`config.mk`:
```
export PLATFORM = sky130hd
export DESIGN_NAME = keypad_scanner_flat
export DESIGN_NICKNAME = d
export VERILOG_FILES = /design/src/rtl/keypad_if.sv /design/src/rtl/keypad_scanner.sv /design/src/flat_wrapper.sv
export SDC_FILE = /design/constraint.sdc
export NUM_CORES = 1
export LEC_CHECK = 0
export ABC_AREA = 0
export ABC_CLOCK_PERIOD_IN_PS = 4500
export BUFFER_PORTS_ARGS = -buffer_cell sky130_fd_sc_hd__buf_2
export CORE_MARGIN = 4
export CORE_UTILIZATION = 40
export DETAILED_ROUTE_END_ITERATION = 6
export HOLD_SLACK_MARGIN = 0.03
export SLEW_MARGIN = 20
export SYNTH_ARGS = -nofsm -noshare
export SYNTH_HDL_FRONTEND = slang
export SYNTH_SLANG_ARGS = --single-unit
export TNS_END_PERCENT = 5
```
`constraint.sdc`:
```
create_clock -name clk -period 4.5 [get_ports clk]
set_clock_uncertainty 0.2 [all_clocks]
set_input_delay 0.225 -clock clk [delete_from_list [all_inputs] [get_ports clk]]
set_output_delay 0.225 -clock clk [all_outputs]
set_load 0.01 [all_outputs]
```
`src/rtl/keypad_if.sv`:
```
// keypad_if: debounced key handshake between the keypad scanner and its consumer
interface keypad_if;
    logic [3:0] key_code;
    logic       key_valid;
    logic       key_ack;
    logic       key_held;
    logic       overrun;
    modport master (output key_code, key_valid, key_held, overrun, input key_ack);
    modport slave  (input key_code, key_valid, key_held, overrun, output key_ack);
endinterface

```
`src/rtl/keypad_scanner.sv`:
```
// keypad_scanner: 4x4 matrix keypad column scan, debounce and valid/ack key register
module keypad_scanner #(
    parameter int SCAN_DIV       = 50000,
    parameter int DEBOUNCE_SCANS = 4
) (
    input  logic       clk,
    input  logic       rst_n,
    input  logic [3:0] row,
    output logic [3:0] col,
    keypad_if.master   kif
);
    localparam int            DW       = $clog2(SCAN_DIV);
    localparam logic [DW-1:0] DIV_LAST = DW'(SCAN_DIV - 1);
    localparam logic [7:0]    DEB_LAST = 8'(DEBOUNCE_SCANS - 1);
    localparam bit            DEB_ONE  = DEBOUNCE_SCANS == 1;

    typedef enum logic [1:0] {IDLE, PRESS_WAIT, HELD, RELEASE_WAIT} state_t;

    state_t        state;
    logic [3:0]    row_s1, row_s2;
    logic [DW-1:0] div;
    logic [1:0]    col_idx;
    logic [15:0]   snap;
    logic          scan_end;
    logic [7:0]    cnt;
    logic [3:0]    cand, code;
    logic          single, cand_set, accept;

    assign col = ~(4'b0001 << col_idx);

    // synchronize the rows, pace the column drive and capture each column's pressed rows
    always_ff @(posedge clk or negedge rst_n) begin
        if (!rst_n) begin
            row_s1   <= 4'hf;
            row_s2   <= 4'hf;
            div      <= '0;
            col_idx  <= '0;
            snap     <= '0;
            scan_end <= 1'b0;
        end else begin
            row_s1   <= row;
            row_s2   <= row_s1;
            div      <= (div == DIV_LAST) ? '0 : div + 1'b1;
            scan_end <= (div == DIV_LAST) && (col_idx == 2'd3);
            if (div == DIV_LAST) begin
                snap[{col_idx, 2'b00} +: 4] <= ~row_s2;
                col_idx                     <= col_idx + 1'b1;
            end
        end
    end

    // classify the finished scan; snapshot bit c*4+r corresponds to key code r*4+c
    always_comb begin
        code = '0;
        for (int i = 0; i < 16; i++)
            if (snap[i]) code = {i[1:0], i[3:2]};
        single   = (snap != '0) && ((snap & (snap - 16'd1)) == '0);
        cand_set = snap[{cand[1:0], cand[3:2]}];
        accept   = scan_end && single &&
                   ((state == IDLE && DEB_ONE) ||
                    (state == PRESS_WAIT && code == cand && cnt == DEB_LAST));
    end

    // debounce state machine plus the key holding register and its handshake
    always_ff @(posedge clk or negedge rst_n) begin
        if (!rst_n) begin
            state         <= IDLE;
            cnt           <= '0;
            cand          <= '0;
            kif.key_code  <= '0;
            kif.key_valid <= 1'b0;
            kif.key_held  <= 1'b0;
            kif.overrun   <= 1'b0;
        end else begin
            if (scan_end) begin
                case (state)
                    IDLE:
                        if (single) begin
                            cand         <= code;
                            cnt          <= 8'd1;
                            state        <= DEB_ONE ? HELD : PRESS_WAIT;
                            kif.key_held <= DEB_ONE;
                        end
                    PRESS_WAIT:
                        if (single && code == cand) begin
                            cnt <= cnt + 8'd1;
                            if (cnt == DEB_LAST) begin
                                state        <= HELD;
                                kif.key_held <= 1'b1;
                            end
                        end else begin
                            cnt   <= '0;
                            state <= IDLE;
                        end
                    HELD:
                        if (!cand_set) begin
                            cnt          <= DEB_ONE ? 8'd0 : 8'd1;
                            state        <= DEB_ONE ? IDLE : RELEASE_WAIT;
                            kif.key_held <= !DEB_ONE;
                        end
                    RELEASE_WAIT:
                        if (cand_set) begin
                            state <= HELD;
                        end else if (cnt == DEB_LAST) begin
                            cnt          <= '0;
                            state        <= IDLE;
                            kif.key_held <= 1'b0;
                        end else begin
                            cnt <= cnt + 8'd1;
                        end
                    default: state <= IDLE;
                endcase
            end
            if (accept) begin
                kif.key_code  <= code;
                kif.key_valid <= 1'b1;
                kif.overrun   <= !kif.key_ack && (kif.key_valid || kif.overrun);
            end else if (kif.key_ack) begin
                kif.key_valid <= 1'b0;
                kif.overrun   <= 1'b0;
            end
        end
    end
endmodule

```
`src/flat_wrapper.sv`:
```
// flat-port wrapper written by rule: the top's interface ports become plain ports
module keypad_scanner_flat 
#(
    parameter int SCAN_DIV       = 50000,
    parameter int DEBOUNCE_SCANS = 4
)
  (clk, rst_n, row, col, kif_key_code, kif_key_valid, kif_key_held, kif_overrun, kif_key_ack);
  keypad_if kif_i ();
  input  logic clk;
  input  logic rst_n;
  input  logic [3:0] row;
  output logic [3:0] col;
  output wire logic [$bits(kif_i.key_code)-1:0] kif_key_code;
  output wire logic [$bits(kif_i.key_valid)-1:0] kif_key_valid;
  output wire logic [$bits(kif_i.key_held)-1:0] kif_key_held;
  output wire logic [$bits(kif_i.overrun)-1:0] kif_overrun;
  input wire logic [$bits(kif_i.key_ack)-1:0] kif_key_ack;
  assign kif_key_code = kif_i.key_code;
  assign kif_key_valid = kif_i.key_valid;
  assign kif_key_held = kif_i.key_held;
  assign kif_overrun = kif_i.overrun;
  assign kif_i.key_ack = kif_key_ack;
  keypad_scanner #(.SCAN_DIV(SCAN_DIV), .DEBOUNCE_SCANS(DEBOUNCE_SCANS)) u_core (.clk(clk), .rst_n(rst_n), .row(row), .col(col), .kif(kif_i));
endmodule
```
==> run metrics <==
status finished clean; Layout area overhead 11.3%; NetSw 249 µW; Root Driver clkbuf_8; ys flop type dfrtp_1; Comb power frac under 10%; f_max 288 MHz; vias 2689; final instance count without filler cells about 500; Yosys cell types 60; Total GRT Usage about 16%; post-CTS sizing 0; total CTS buffers 9; Synth Instances approximately 360; H-Tree Level Count 3; num rows 34; die height 103 µm; ANT nets after route 0; syn_area_per_cell about 10 µm²; io pins 18; slew of the pin with the lowest slew margin 0.770 ns; most common cell after layout, fill and taps aside dfrtp_1; Hold Fails Final Rpt 0; CTS sink cnt between 60 and 70; pin count of the biggest net entering global routing 49; RePlAce Congestion around 0.8; minimum clock period roughly 3.5 ns; multi-input logic area roughly 1800 µm²; Crit Path Category flip-flop to flip-flop; fillers around 840; drt initial violations 167; core area 8720 µm²; Slew HR between 40% and 50%; Residual DRC 0; initial antenna violation count 0; initial core utilization between 40% and 50%; I/O Buffers 17; wirelength, routed ~7500 µm; dpl hpwl ~5300 µm; worst vdd ir around 0.00013 V; Nets between 300 and 400; vias in the first global route between 2000 and 3000; CP required about 4.5 ns; grt ovf 0; CP arrival around 3.5 ns; final setup fails 0; Max-Cap Viols 0; setup TNS 0 ns; die width 103 µm; fin crit share 77.3%; Power Dens Cells ~270 nW/µm²; 1st-pass router iterations 4; CTS Buffer Depth 2; Post-synth EDFFs 0; crit path max fanout 13; FF+latch area between 1500 and 2000 µm²; Flop pwr share 53.5%; most frequent cells in the layout dfrtp_1 (56), nand2_1 (39), nor2_1 (29), inv_1 (21), o31ai_1 (18); CTS tree done; Clk pwr share roughly 45%; Post CTS Setup Buffer Count 0; dpl cells 470; die area roughly 11000 µm²; ant diodes 0; Net Count, Synth 380; #FFs+latches synth 64; first-pass GRT wire length about 13000 µm; RSZ-0062 raised after global routing false; Vias per Instance about 5.5; sequential fraction of the synthesis area between 40 and 50%; max-slew violations 0; count of warnings emitted by yosys 0; startpoint types flip-flop; DP Area about 3800 µm²; static leakage power 0.00178 µW; ys async rst share between 90% and 100%; Int Pwr roughly 840 µW; Reg clk slew, reported paths about 0.080 ns; Worst-Skew Late Latency between 0.3 and 0.4 ns; layout cells sized above 1 between 10% and 20%; Post-Syn Area ~3600 µm²; WL/cell 15.1 µm; Sw Share 22.8%; crit end category flip-flop; final instance area roughly 4000 µm²; hold crit path type primary input to asynchronous set/reset pin
==> synth_stat cells (all sizes together) (2+ instances only) <==
library cell,number,area (µm²)
dfrtp,56,1400
nand3,13,65.1
nand4,2,27.5
nand2b,3,18.8
or2,5,31.3
nand2,39,146
a41oi,2,17.5
o211ai,10,75.1
xor2,8,70.1
nor2,29,109
nor3b,2,15.0
a21o,4,30.0
buf,5,33.8
nor2b,4,25.0
and3,6,37.5
mux2,9,105
o41ai,2,17.5
inv,21,78.8
o21ai,15,82.6
o221ai,3,26.3
dfstp,8,210
ha,12,150
a211o,3,27.5
maj3,3,30.0
or3,9,56.3
or4,6,45.0
a221o,2,20.0
nor3,6,30.0
o31ai,18,135
mux2i,2,20.0
and2,2,12.5
xnor2,6,52.6
mux4,5,113
clkbuf,13,48.8
o21bai,2,15.0
nor4,8,65.1
a21oi,6,37.5
==> area by class of cell <==
class                           instances  share of cell area, %
Clock buffer                            9                   3.09
Timing Repair Buffer                   25                   4.00
Multi-Input combinational cell        258                   45.6
Inverter                               21                   1.97
Clock inverter                          7                   1.78
Sequential cell                        64                   40.2
Tap cell                              108                   3.37
==> per-stage QoR <==
stage | total power, µW | hold slack (ns) | setup slack [ns] | util (%)
4_1_cts | 1110 | 0.152 | 1.04 | 46.0
6_report | 1090 | 0.134 | 1.02 | 46.0
3_3_place_gp | 611 | -0.0115 | 1.13 | 43.0
3_5_place_dp | 611 | -0.00908 | 1.05 | 43.0
2_1_floorplan | 594 | -0.271 | 1.32 | -
5_1_grt | 1140 | 0.161 | 0.870 | 46.0
==> layer usage <==
metal / up-vias / global-route usage (%) / wire (µm)
met2: 39 / 24.5 / 3530
li1: 1344 / - / -
met1: 1299 / 22.4 / 3610
met5: - / 0 / 0
met3: 7 / 3.25 / 220
met4: 0 / 5.68 / 94
==> path summary, 6_finish.rpt <==
kind / startpoint / end / slack, ns / cells after the start
setup / recovery: u_core.snap[9] / u_core.kif.key_code[2] / 1.02 / 8
hold / removal: rst_n / u_core.snap[10] / 0.13 / 2
setup reg to reg: u_core.snap[9] / u_core.kif.key_code[2] / 1.02 / 8
hold reg to reg: u_core.row_s1[3] / u_core.row_s2[3] / 0.16 / 0
max in group asynchronous: rst_n / u_core.snap[15] / 3.03 / 3
min in group clk: u_core.row_s1[3] / u_core.row_s2[3] / 0.16 / 0
==> power groups by stage <==
stage | clock (µW) | combinational (µW) | sequential, µW
3_5_place_dp | 0 | 15.3 | 596
6_report | 489 | 18.1 | 584
4_1_cts | 507 | 19.2 | 584
3_3_place_gp | 0 | 15.2 | 595
5_1_grt | 536 | 21.7 | 585
2_1_floorplan | 0 | 0.184 | 594
==> timing repair <==
action | CTS | global route
hold buffers | 6 | 0
endpoints found under the hold margin | 22 | 0
endpoints found under the setup margin | 0 | 0
==> flip-flops by register name (all words and copies together), names as in the netlist <==
register,flops
u_core.kif.key_code,4
u_core.kif.key_held,1
u_core.row_s1,4
u_core.scan_end,1
u_core.div,16
u_core.row_s2,4
u_core.col_idx,2
u_core.state,2
u_core.cand,4
u_core.kif.overrun,1
u_core.cnt,8
u_core.kif.key_valid,1
u_core.snap,16
==> critical path: stages (launching register included) <==
cell and delay [ns]:
dfrtp_1 0.48, or4_1 0.66, or3_1 0.38, a211o_1 0.27, a32o_1 0.27, nor4_4 0.21, buf_4 0.23, and3_1 0.31
mux2_1 0.35
==> cell families (layout without fill, tap and decap cells) <==
kind of cell	after synthesis	after routing	share of synthesized area (%)
AOI/OAI and AO/OA	75	75	15.7
xor gates and xnor gates	14	14	3.41
adders and majority gates	15	15	5.01
buffers and inverters	39	62	4.48
DFF	64	64	44.8
muxes	16	16	6.60
and+or+nand+nor	138	138	20.0
Power figures use the tool's default switching activity.
